$ cat config.mk
export PLATFORM = sky130hd
export DESIGN_NAME = alu_exec_unit
export DESIGN_NICKNAME = d
export VERILOG_FILES = /design/src/rtl/alu_exec_unit.sv
export SDC_FILE = /design/constraint.sdc
export NUM_CORES = 1
export LEC_CHECK = 0
export CAP_MARGIN = 0
export CORE_MARGIN = 5
export CORE_UTILIZATION = 30
export CTS_BUF_LIST = sky130_fd_sc_hd__clkbuf_16
export DETAILED_ROUTE_END_ITERATION = 7
export GPL_TIMING_DRIVEN = 0
export PLACE_DENSITY = 0.56
export SYNTH_ARGS = -nofsm -noshare
export SYNTH_HDL_FRONTEND = slang
export SYNTH_SLANG_ARGS = --single-unit
export TNS_END_PERCENT = 10
$ cat constraint.sdc
create_clock -name clk -period 1.95 [get_ports clk]
set_input_delay 0.39 -clock clk [delete_from_list [all_inputs] [get_ports clk]]
set_output_delay 0.39 -clock clk [all_outputs]
set_load 0.02 [all_outputs]
$ cat src/rtl/alu_exec_unit.sv
`default_nettype none
// ============================================================================
// Module   : alu_exec_unit
// Brief    : Multi-cycle 16-bit ALU responder. Requests and results use
//            valid/ready handshakes. Shifts run serially, one bit per cycle,
//            unless ALU_FAST_SHIFT_EN selects a single-cycle barrel shifter.
// Revision : 1.0 - initial release
// ============================================================================
module alu_exec_unit #(
    parameter int WIDTH = 16,
    parameter int SHW   = 5
) (
    input  logic             clk,
    input  logic             rst,
    input  logic             req_valid,
    output logic             req_ready,
    input  logic [WIDTH-1:0] req_a,
    input  logic [WIDTH-1:0] req_b,
    input  logic [3:0]       req_salu,
    output logic             resp_valid,
    input  logic             resp_ready,
    output logic [WIDTH-1:0] resp_aout,
    output logic [3:0]       resp_fout,
    output logic             busy
);

    localparam logic [1:0] ST_IDLE  = 2'd0;
    localparam logic [1:0] ST_SHIFT = 2'd1;
    localparam logic [1:0] ST_DONE  = 2'd2;

    localparam logic [3:0] OP_ADD = 4'b0000;
    localparam logic [3:0] OP_SUB = 4'b0001;
    localparam logic [3:0] OP_AND = 4'b0010;
    localparam logic [3:0] OP_OR  = 4'b0011;
    localparam logic [3:0] OP_XOR = 4'b0100;
    localparam logic [3:0] OP_SLL = 4'b1000;
    localparam logic [3:0] OP_SLR = 4'b1001;
    localparam logic [3:0] OP_SRL = 4'b1010;
    localparam logic [3:0] OP_SRA = 4'b1011;

    localparam logic [SHW-1:0] N_MAX = SHW'(WIDTH);

    logic [1:0]       state_q, state_d;
    logic [WIDTH-1:0] acc_q, acc_d;
    logic [SHW-1:0]   cnt_q, cnt_d;
    logic [1:0]       kind_q, kind_d;
    logic [3:0]       flg_q, flg_d;

    logic             accept_w;
    logic             is_sub_w;
    logic [WIDTH-1:0] b_eff_w;
    logic [WIDTH:0]   sum_w;
    logic [SHW-1:0]   n_raw_w;
    logic [SHW-1:0]   ex_n_w;
    logic [WIDTH-1:0] ex_res_w;
    logic             ex_c_w;
    logic             ex_v_w;
    logic             ex_serial_w;
    logic [WIDTH-1:0] step_acc_w;
    logic             step_c_w;

    assign accept_w = req_valid && (state_q == ST_IDLE);

    always_comb begin
        is_sub_w = (req_salu == OP_SUB);
        b_eff_w  = is_sub_w ? ~req_b : req_b;
        sum_w    = {1'b0, req_a} + {1'b0, b_eff_w} + {{WIDTH{1'b0}}, is_sub_w};
        n_raw_w  = req_b[SHW-1:0];
        // Rotate wraps at 16, so only the low four bits matter; the others clip.
        if (req_salu == OP_SLR)
            ex_n_w = {{(SHW-4){1'b0}}, req_b[3:0]};
        else if (n_raw_w > N_MAX)
            ex_n_w = N_MAX;
        else
            ex_n_w = n_raw_w;
    end

`ifdef ALU_FAST_SHIFT_EN
    logic [WIDTH:0]   shl_w;
    logic [WIDTH:0]   shr_w;
    logic [WIDTH:0]   sra_w;
    logic [WIDTH-1:0] rot_w;

    always_comb begin
        shl_w = {1'b0, req_a} << ex_n_w;
        shr_w = {req_a, 1'b0} >> ex_n_w;
        sra_w = $signed({req_a, 1'b0}) >>> ex_n_w;
        rot_w = (req_a << ex_n_w) | (req_a >> (N_MAX - ex_n_w));
    end
`endif

    always_comb begin
        ex_res_w    = '0;
        ex_c_w      = 1'b0;
        ex_v_w      = 1'b0;
        ex_serial_w = 1'b0;
        case (req_salu)
            OP_ADD, OP_SUB: begin
                ex_res_w = sum_w[WIDTH-1:0];
                ex_c_w   = sum_w[WIDTH];
                ex_v_w   = (req_a[WIDTH-1] == b_eff_w[WIDTH-1]) &&
                           (sum_w[WIDTH-1] != req_a[WIDTH-1]);
            end
            OP_AND: ex_res_w = req_a & req_b;
            OP_OR:  ex_res_w = req_a | req_b;
            OP_XOR: ex_res_w = req_a ^ req_b;
            OP_SLL, OP_SLR, OP_SRL, OP_SRA: begin
`ifdef ALU_FAST_SHIFT_EN
                case (req_salu)
                    OP_SLL: begin
                        ex_res_w = shl_w[WIDTH-1:0];
                        ex_c_w   = shl_w[WIDTH];
                    end
                    OP_SRL: begin
                        ex_res_w = shr_w[WIDTH:1];
                        ex_c_w   = shr_w[0];
                    end
                    OP_SRA: begin
                        ex_res_w = sra_w[WIDTH:1];
                        ex_c_w   = sra_w[0];
                    end
                    default: begin
                        ex_res_w = rot_w;
                        ex_c_w   = (ex_n_w != '0) && rot_w[0];
                    end
                endcase
`else
                ex_res_w    = req_a;
                ex_serial_w = (ex_n_w != '0);
`endif
            end
            default: ex_res_w = '0;
        endcase
    end

    // kind_q holds req_salu[1:0]: 00 SLL, 01 SLR, 10 SRL, 11 SRA.
    always_comb begin
        step_acc_w = acc_q;
        step_c_w   = 1'b0;
        case (kind_q)
            2'b00: begin
                step_acc_w = {acc_q[WIDTH-2:0], 1'b0};
                step_c_w   = acc_q[WIDTH-1];
            end
            2'b01: begin
                step_acc_w = {acc_q[WIDTH-2:0], acc_q[WIDTH-1]};
                step_c_w   = acc_q[WIDTH-1];
            end
            2'b10: begin
                step_acc_w = {1'b0, acc_q[WIDTH-1:1]};
                step_c_w   = acc_q[0];
            end
            default: begin
                step_acc_w = {acc_q[WIDTH-1], acc_q[WIDTH-1:1]};
                step_c_w   = acc_q[0];
            end
        endcase
    end

    always_ff @(posedge clk or posedge rst) begin
        if (rst)
            state_q <= ST_IDLE;
        else
            state_q <= state_d;
    end

    always_comb begin
        state_d = state_q;
        case (state_q)
            ST_IDLE:  if (accept_w) state_d = ex_serial_w ? ST_SHIFT : ST_DONE;
            ST_SHIFT: if (cnt_q == SHW'(1)) state_d = ST_DONE;
            ST_DONE:  if (resp_ready) state_d = ST_IDLE;
            default:  state_d = ST_IDLE;
        endcase
    end

    always_comb begin
        req_ready  = (state_q == ST_IDLE);
        resp_valid = (state_q == ST_DONE);
        busy       = (state_q == ST_SHIFT);
    end

    always_comb begin
        acc_d  = acc_q;
        cnt_d  = cnt_q;
        kind_d = kind_q;
        flg_d  = flg_q;
        case (state_q)
            ST_IDLE: begin
                if (accept_w) begin
                    acc_d  = ex_res_w;
                    cnt_d  = ex_n_w;
                    kind_d = req_salu[1:0];
                    flg_d  = {ex_res_w[WIDTH-1], (ex_res_w == '0), ex_c_w, ex_v_w};
                end
            end
            ST_SHIFT: begin
                acc_d = step_acc_w;
                cnt_d = cnt_q - SHW'(1);
                flg_d = {step_acc_w[WIDTH-1], (step_acc_w == '0), step_c_w, 1'b0};
            end
            default: ;
        endcase
    end

    always_ff @(posedge clk or posedge rst) begin
        if (rst) begin
            acc_q  <= '0;
            cnt_q  <= '0;
            kind_q <= '0;
            flg_q  <= '0;
        end else begin
            acc_q  <= acc_d;
            cnt_q  <= cnt_d;
            kind_q <= kind_d;
            flg_q  <= flg_d;
        end
    end

    assign resp_aout = acc_q;
    assign resp_fout = flg_q;

endmodule
`default_nettype wire
# Word-level counts from Yosys, hierarchy flattened
# Cells that the tools add are included.
[classes] n_reduce_logical=15 n_lt_le_gt_ge=1 bitwise=4 muxes=20 eq_ne=18 addsub=3
[op_table] op="$pmux 16 s5" count=1
[op_table] op="$pmux 16 s3" count=1
[op_table] op="$logic_not 16->1" count=2
[op_table] op="$mux 16" count=2
[op_table] op="$pmux 16 s2" count=1
[op_table] op="$add 16x16->17" count=1
[op_table] op="$add 17x1->17" count=1
[op_table] op="$and 16x16->16" count=1
[op_table] op="$eq 4x4->1 const B" count=4
[op_table] op="$not 16->16" count=1
[op_table] op="$or 16x16->16" count=1
[op_table] op="$xor 16x16->16" count=1
[op_table] op="$mux 5" count=3
[op_table] op="$pmux 5 s2" count=1
[op_table] op="$eq 4x2->1 const B" count=2
[op_table] op="$mux 2" count=4
[op_table] op="$pmux 4 s2" count=1
[op_table] op="$ne 2x1->1 const B" count=3
[op_table] op="$pmux 2 s3" count=1
[op_table] op="$eq 5x1->1 const B" count=1
[op_table] op="$gt 5x5->1 const B" count=1
[op_table] op="$reduce_bool 5->1" count=1
[op_table] op="$sub 5x1->5 const B" count=1
[op_table] op="$eq 2x1->1 const B" count=2
[op_table] op="15 further kinds" count=23
[totals] elab_cells=66 ff_bits=29

# Longest topological paths before layout
# Gate-level depths: netlist of the first run.
[logic_depth] word_depth=9 depth_mapped=14 ltp_nobuf=11

# Worst setup path after synthesis of the first run
# No wires, ideal clock.
[synth_path] path_type="input to register" from="in req_salu[0]" to="reg flg_q[2] (netlist: resp_fout[2])" arrival_time_ns=3.624 slack_ns=-1.750 stages=14 n_path_buf=3 path_cell_list="buf_4 or4b_1 buf_4 buf_1 xnor2_1 ha_1 a211o_1 a211oi_2 o31ai_1 o31a_1 xor2_1 a221oi_1 o211ai_1 o21ai_1"
[synth_via] elab_chain_len=8 elab_cells_between_ends=18 cone_classes="add/sub: 2; eq/ne: 8; mux: 4; reduce/logical: 4"
[synth_rtl] item="from (decl)" line_no="19" text="input logic [3:0] req_salu,"
[synth_rtl] item="$eq 4x1->1" line_no="65, 97"
[synth_rtl] item="$mux 16" line_no="66" text="b_eff_w = is_sub_w ? ~req_b : req_b;"
[synth_rtl] item="$add 16x16->17" line_no="67" text="sum_w = {1'b0, req_a} + {1'b0, b_eff_w} + {{WIDTH{1'b0}}, is_sub_w};"
[synth_rtl] item="$add 17x1->17" line_no="67"
[synth_rtl] item="$pmux 16 s5 *" line_no="97" text="case (req_salu)"
[synth_rtl] item="$logic_not 16->1 *" line_no="194" text="flg_d = {ex_res_w[WIDTH-1], (ex_res_w == '0), ex_c_w, ex_v_w};"
[synth_rtl] item="$mux 4 *" line_no="190" text="if (accept_w) begin"
[synth_rtl] item="$pmux 4 s2 *" line_no="188" text="case (state_q)"
[synth_rtl] item="to (signal assigned)" line_no="216" text="flg_q <= flg_d;"
[synth_rtl] item="to (decl)" line_no="47" text="logic [3:0] flg_q, flg_d;"
# Mark *: on every way between the ends. The rest lies on a longest branch, timed or not. The select of a mux whose other input is x is not followed.
# A chain may end at the register's enable or synchronous reset.

# Final worst setup path of the first run
[layout_path] from="in req_salu[1]" to="reg flg_q[2] (netlist: resp_fout[2])"
# The elaborated chain is that of the path after synthesis.

==> out/metrics.csv, run 1 <==
stage,metric,value,unit
worst_setup_path,cell count of the worst reg-to-reg path,9,
timing,minimum clock period,3.29,ns
detailed_routing,WL/cell,16.8,um
run_status,status,"finished, violations left",
worst_setup_path,Reg2Reg Setup Slack,-0.10,ns
worst_setup_path,CP max stage cell,or4b_4,
worst_setup_path,Max stage delay on crit path,0.59,ns
layout,NumNets Final,613,
placement,# port buffers,61,
worst_setup_path,Critical Path RT,2.14,ns
clocking,Worst-Skew Late Latency,0.26,ns
synthesis,Most used DFF post-synth,dfrtp_1,
detailed_routing,violation count after the first detailed-route iteration,236,
synthesis,distinct cell type count after synthesis,64,
timing,fin crit share,169,%
worst_setup_path,"Cell Chain, Critical Path","buf_6, or4b_4, xnor2_2, fa_2, a211o_1, a211oi_4, o31ai_2, o31a_1, xor2_1, a221oi_2, o211ai_1, o21ai_1",
worst_setup_path,Reg2Reg Launch Point,state_q[1],
die,full die area,14200,um2
layout,P&R area growth vs syn,31.6,%
clocking,clk sink count,28,
clocking,Clock transition at path regs,0.07,ns
clocking,Num CTS Buffers,3,
grt,grt ovf,0,
run,# Max-Cap Violations,0,
worst_hold_path,Hold Path Class,flip-flop to flip-flop,
synthesis,Syn Nets,537,
synthesis,Gate Count Post-Synth,444,
detailed_routing,vias post-DR,3652,
clocking,clock root buffer,clkbuf_16,
die,Core Rows,40,
worst_setup_path,critical path class,primary input to flip-flop,
worst_setup_path,CP arrival,3.49,ns
timing,Rel. slew slack,9.71,%
layout,# diodes,0,
clocking,CTS tree,built,
die,Core Footprint,11900,um2
die,Starting Density,30.2,%
grt,first-pass GRT wire length,18500,um
placement,HPWL Detailed,8810,um
timing,unrepaired setup endpoints after global routing,yes,
detailed_routing,Detail Route Antenna Nets,0,
grt,largest net degree at the start of global routing,29,
detailed_routing,Via density,5.49,
timing,Worst-Margin Slew,1.34,ns
die,Ports,63,
timing,"Hold Violations, Final",0,
grt,GRT Total Usage,15.5,%
timing,setup violators final,18,
worst_setup_path,CP endpoint,resp_fout[2],
timing,final slew viol count,0,
run_status,failing checks,negative setup slack,
timing,Achievable Freq,304,MHz
synthesis,Mean Syn Cell Area,8.08,um2
pwr,VDD IR max,0.305,mV
clocking,CTS Hold Bufs,0,
synthesis,async set-reset flop share out of synthesis,100,%
detailed_routing,drt drc,0,
synthesis,cell area after synthesis,3590,um2
placement,gpl congestion,0.869,
pwr,power per cell area,826,nW/um2
placement,pre-CTS setup slack,-2.35,ns
grt,vias in the first global route,3633,
detailed_routing,TritonRoute pass-1 iters,5,
worst_setup_path,CP Launch Point,req_salu[1],
die,die height,119,um
die,width of the die,119,um
timing,Clock Skews,0.00194,ns
synthesis,Yosys reg bits,28,
worst_setup_path,crit end category,flip-flop,
worst_setup_path,crit start category,primary input,
grt,initial antenna violation count,0,
worst_setup_path,worst r2r dst,resp_fout[2],
detailed_routing,final wirelength,11200,um
synthesis,number of synthesized flops with an enable pin,0,
worst_setup_path,CP Max Fanout,4,
pwr,leakage power total,2.07,nW
clocking,H-tree depth,1,
layout,"Core Util, Final",39.8,%
synthesis,Synth Warn #,0,
synthesis,"Seq/Total Area, Yosys",19.5,%
timing,setup ws final,-1.34,ns
layout,layout cell share with drive strength beyond 1,12.2,%
clocking,Longest Clk Path Bufs,2,
-- worst max-delay path: cells and delay by family --
family                     cells  cell delay [ns]
AOI/OAI and AO/OA              7             1.72
buffers and inverters          1             0.10
adders and majority gates      1             0.37
xor gates and xnor gates       2             0.33
and+or+nand+nor                1             0.59
-- registers in the layout, indices dropped and copies added (netlist names) --
| name | flops |
|---|---|
| cnt_q | 5 |
| kind_q | 2 |
| resp_aout | 16 |
| resp_fout | 3 |
| state_q | 2 |
-- routing by layer --
metal | global-route usage, % | up-vias | wire (um) | part of all wire [%]
li1 | - | 1779 | - | -
met1 | 20.8 | 1779 | 5300 | 47
met2 | 26.6 | 80 | 5390 | 48
met3 | 1.95 | 14 | 339 | 3.0
met4 | 3.15 | 0 | 162 | 1.4
met5 | 0 | - | 0 | 0
-- final cells by class --
cell class / instances / area, um2
fillers: 1204 / 7140
repair buffers: 72 / 688
clock buffers: 3 / 75.1
multi-input cells: 350 / 2790
well taps: 147 / 184
plain buffers: 24 / 129
flip-flops and latches: 28 / 701
inverters: 41 / 154
-- cells by family after synthesis --
kind of cell               synth area share, %
AOI/OAI and AO/OA                         26.7
xor gates and xnor gates                  6.59
adders and majority gates                 18.7
buffers and inverters                     7.25
DFF                                       19.5
muxes                                     5.34
and+or+nand+nor                           15.9
-- Yosys cell counts (all sizes together) (3+ instances only) --
cell	number	share of area [%]
a211oi	7	1.7
a21o	3	0.63
a21oi	29	4.0
a221o	6	1.7
a221oi	3	0.73
a222oi	5	1.4
a22oi	6	1.3
and3	3	0.52
buf	7	1.1
clkbuf	18	1.9
dfrtp	28	20
ha	52	18
inv	41	4.3
mux2i	18	5.0
nand2	39	4.1
nand2b	5	0.87
nand3	13	1.8
nor2	25	2.6
nor3	8	1.1
nor3b	5	1.0
nor4	5	0.87
o211ai	8	1.7
o21ai	29	4.2
o221ai	10	2.4
o31ai	4	1.2
xnor2	19	4.6
xor2	8	2.0
-- worst min path at each step --
stage                 startpoint           end  slack, ns  cells after the start
global placement      state_q[1]    state_q[0]       0.48                      1
CTS                 resp_fout[1]  resp_fout[1]       0.50                      2
global route        resp_fout[1]  resp_fout[1]       0.54                      2
finish              resp_fout[1]  resp_fout[1]       0.50                      2
detailed placement  resp_fout[1]  resp_fout[1]       0.49                      2
floorplan                    rst      cnt_q[0]       0.46                      1
-- cells in the final DEF, fill, tap and decap left out, drive strengths merged, types with 3 or more instances in the layout --
master         instances
a211oi                 7
a21o                   3
a21oi                 29
a221o                  6
a221oi                 3
a222oi                 5
a22oi                  6
and3                   3
buf                   21
clkbuf                21
clkdlybuf4s50         56
dfrtp                 28
ha                    52
inv                   41
mux2i                 18
nand2                 39
nand2b                 5
nand3                 13
nor2                  25
nor3                   8
nor3b                  5
nor4                   5
o211ai                 8
o21ai                 29
o221ai                10
o31ai                  4
xnor2                 19
xor2                   8
-- power by group --
part,internal (W),switching (W),leakage (nW)
combinational,0.00108,0.00125,1.68
clock,0.000272,0.000189,0.0370
sequential,0.000806,0.000309,0.359
total,0.00215,0.00175,2.07
-- repair_timing --
item / 4_1_cts / 5_1_grt
hold endpoints to repair: 0 / 0
setup buffers: 8 / 3
gates resized for setup: 40 / 23
pin swaps: 21 / 16
endpoints found under the setup margin: 27 / 21
-- metrics by stage --
step                      hold WS [ns]  power, W  cells  setup TNS [ns]  cell area [um2]
after floorplan                  0.455   0.00247    444          -19.29             3600
after global routing             0.543   0.00419    665          -20.49             4720
after global placement           0.483   0.00328    652          -37.46             4400
after detailed placement         0.489   0.00333    652          -38.72             4410
after CTS                        0.503   0.00386    663          -19.06             4620
final                            0.502   0.00390    665          -18.38             4720
(Power assumes the default switching activity.)
==> inputs of run 2 (changes only) <==
--- a/config.mk
+++ b/config.mk
@@ -10,8 +10,9 @@
 export CORE_UTILIZATION = 30
 export CTS_BUF_LIST = sky130_fd_sc_hd__clkbuf_16
 export DETAILED_ROUTE_END_ITERATION = 7
+export DONT_BUFFER_PORTS = 1
 export GPL_TIMING_DRIVEN = 0
-export PLACE_DENSITY = 0.56
+export PLACE_DENSITY = 0.5
 export SYNTH_ARGS = -nofsm -noshare
 export SYNTH_HDL_FRONTEND = slang
 export SYNTH_SLANG_ARGS = --single-unit
==> run 2 against run 1 <==
Effect of this change:
- the flow still finishes with violations (negative setup slack)
- cell area decreased by 12%
- sequential power increased by 19%
- global-route usage increased by 0.39 points
- sequential cell count unchanged
- count of clock-buffer cells in the layout unchanged
- register-to-register slack got worse by 0.04 ns
- clock skew increased by 0.0044 ns
- critical path depth decreased by 1
- via count decreased by 6.7%
- largest power group unchanged
==> out/metrics.csv, run 2 (synthesis results as in run 1) <==
stage,metric,value,unit,change
worst_setup_path,"CP delay by family, top",compound AO/OA/AOI/OAI gates,,
worst_setup_path,CP Buf/Inv Count,0,,-1
timing,unrepaired setup endpoints after global routing,yes,,
die,Core Footprint,11900,um2,unchanged
die,Starting Density,30.2,%,unchanged
worst_setup_path,critical path class,primary input to flip-flop,,
timing,Rel. slew slack,25.6,%,+16 points
detailed_routing,drt drc,0,,unchanged
placement,HPWL Detailed,8980,um,+2.0%
die,die height,119,um,unchanged
clocking,clock root buffer,clkbuf_16,,
timing,Clock Skews,0.00636,ns,+0.00442 ns
timing,setup TNS,-17.49,ns,+0.890 ns
clocking,Num CTS Buffers,3,,unchanged
run_status,failing checks,negative setup slack,,
run_status,status,"finished, violations left",,
worst_setup_path,Max stage delay on crit path,0.60,ns,about the same
timing,minimum clock period,3.29,ns,+0.00123 ns
timing,fin crit share,169,%,about the same
placement,pre-CTS setup slack,-1.97,ns,+0.371 ns
clocking,clk sink count,28,,unchanged
grt,first-pass GRT wire length,18400,um,-0.93%
run,# Max-Cap Violations,0,,unchanged
placement,gpl congestion,0.825,,-5.0%
layout,# diodes,0,,unchanged
worst_setup_path,CP arrival,3.49,ns,about the same
clocking,Longest Clk Path Bufs,2,,unchanged
clocking,H-tree depth,1,,unchanged
timing,setup violators final,18,,unchanged
grt,GRT Total Usage,15.8,%,+0.39 points
worst_setup_path,CP Max Fanout,4,,unchanged
pwr,"Power, Total",0.00364,W,-6.6%
clocking,Clock transition at path regs,0.07,ns,about the same
worst_setup_path,Critical Path RT,2.15,ns,about the same
detailed_routing,WL/cell,18.9,um,+12%
timing,Worst-Margin Slew,1.11,ns,-0.221 ns
die,width of the die,119,um,unchanged
worst_setup_path,crit start category,primary input,,
pwr,power per cell area,880,nW/um2,+6.5%
layout,"Core Util, Final",34.9,%,-4.9 points
grt,initial antenna violation count,0,,unchanged
detailed_routing,TritonRoute pass-1 iters,5,,unchanged
layout,layout cell share with drive strength beyond 1,12.9,%,+0.72 points
detailed_routing,vias post-DR,3409,,-6.7%
layout,NumNets Final,552,,-10%
timing,"Hold Violations, Final",0,,unchanged
grt,vias in the first global route,3360,,-7.5%
clocking,Worst-Skew Late Latency,0.27,ns,about the same
grt,grt ovf,0,,unchanged
layout,most frequent cells in the layout,"ha_1 (52), inv_1 (40), nand2_1 (39)",,
die,Ports,63,,unchanged
placement,placed cell count,592,,-9.2%
timing,final slew viol count,0,,unchanged
detailed_routing,Detail Route Antenna Nets,0,,unchanged
timing,Achievable Freq,304,MHz,about the same
layout,"most common cell after layout, fill and taps aside",ha_1,,
timing,setup ws final,-1.34,ns,-0.00123 ns
die,full die area,14200,um2,unchanged
pwr,VDD IR max,0.380,mV,+25%
pwr,leakage power total,1.83,nW,-12%
placement,# port buffers,0,,-100%
layout,max reg flops,16,,unchanged
detailed_routing,Via density,5.63,,+2.6%
clocking,CTS tree,built,,
grt,largest net degree at the start of global routing,29,,unchanged
worst_setup_path,CP max stage cell,or4b_4,,
die,Core Rows,40,,unchanged
layout,final non-filler cell total,605,,-9.0%
worst_setup_path,Reg2Reg Setup Slack,-0.14,ns,-0.04 ns
layout,Fillers,1250,,+3.8%
clocking,CTS Hold Bufs,0,,unchanged
worst_setup_path,crit end category,flip-flop,,
layout,P&R area growth vs syn,15.4,%,
worst_hold_path,Hold Path Class,primary input to flip-flop,,
detailed_routing,final wirelength,11400,um,+2.2%
worst_setup_path,"Cell Chain, Critical Path","or4b_4, xnor2_4, fa_2, a211o_4, a211oi_4, o31ai_2, o31a_1, xor2_1, a221oi_2, o211ai_1, o21ai_1",,
detailed_routing,violation count after the first detailed-route iteration,200,,-15%
-- run 2: per-stage QoR --
step / area, um2 / hold slack [ns]
global placement: 3790 / 0.486
finish: 4140 / 0.273
CTS: 4070 / 0.271
global route: 4140 / 0.304
floorplan: 3600 / 0.455
detailed placement: 3800 / 0.491
-- run 2: layer usage --
layer / wire [um] / up-vias / global-route usage [%]
li1: - / 1657 / -
met1: 5240 / 1664 / 21.6
met2: 5540 / 76 / 27.1
met5: 0 / - / 0
met4: 145 / 0 / 2.65
met3: 522 / 12 / 2.18
-- run 2: report_power, final --
part,switching [W],total (W),internal [W]
Combinational,0.000958,0.00170,0.000741
Clock,0.000208,0.000617,0.000409
Sequential,0.000524,0.00133,0.000802
-- run 2: path summary, 6_finish.rpt --
check | to | from | depth (start not counted)
max | resp_fout[2] | req_salu[3] | 11
max reg2reg | resp_fout[2] | state_q[1] | 9
min in group asynchronous | cnt_q[4] | rst | 1
max in group asynchronous | state_q[0] | rst | 1
min | cnt_q[1] | req_b[1] | 2
min reg2reg | cnt_q[4] | cnt_q[4] | 2
-- run 2: cell type report --
type / count / area [um2] / area share, %
Buffer: 24 / 136 / 3.30
Multi-Input combinational cell: 350 / 2770 / 67.0
Timing Repair Buffer: 11 / 80.1 / 1.93
Sequential cell: 28 / 702 / 17.0
Tap cell: 147 / 184 / 4.44
Clock buffer: 3 / 75.1 / 1.81
Clock inverter: 1 / 30.0 / 0.726
Inverter: 41 / 159 / 3.84
-- run 2: timing repair --
action / CTS / global route
pin swaps: 19 / 16
gates resized for setup: 34 / 17
endpoints found under the setup margin: 26 / 19
setup buffers: 7 / 3
-- run 2: worst register-to-register path, delay by kind of cell, from the launching register on --
kind / cells / cell delay (ns)
buffers and inverters: 1 / 0.17
AO/OA/AOI/OAI: 1 / 0.12
flip-flops: 1 / 0.44
AND/OR/NAND/NOR: 7 / 1.29
==> inputs of run 3 (changes only) <==
--- a/config.mk
+++ b/config.mk
@@ -10,9 +10,8 @@
 export CORE_UTILIZATION = 30
 export CTS_BUF_LIST = sky130_fd_sc_hd__clkbuf_16
 export DETAILED_ROUTE_END_ITERATION = 7
-export DONT_BUFFER_PORTS = 1
 export GPL_TIMING_DRIVEN = 0
-export PLACE_DENSITY = 0.5
+export PLACE_DENSITY = 0.56
 export SYNTH_ARGS = -nofsm -noshare
 export SYNTH_HDL_FRONTEND = slang
 export SYNTH_SLANG_ARGS = --single-unit
==> results of run 3 <==
Same layout as run 1: the final DEF is identical, and so are final timing and power.
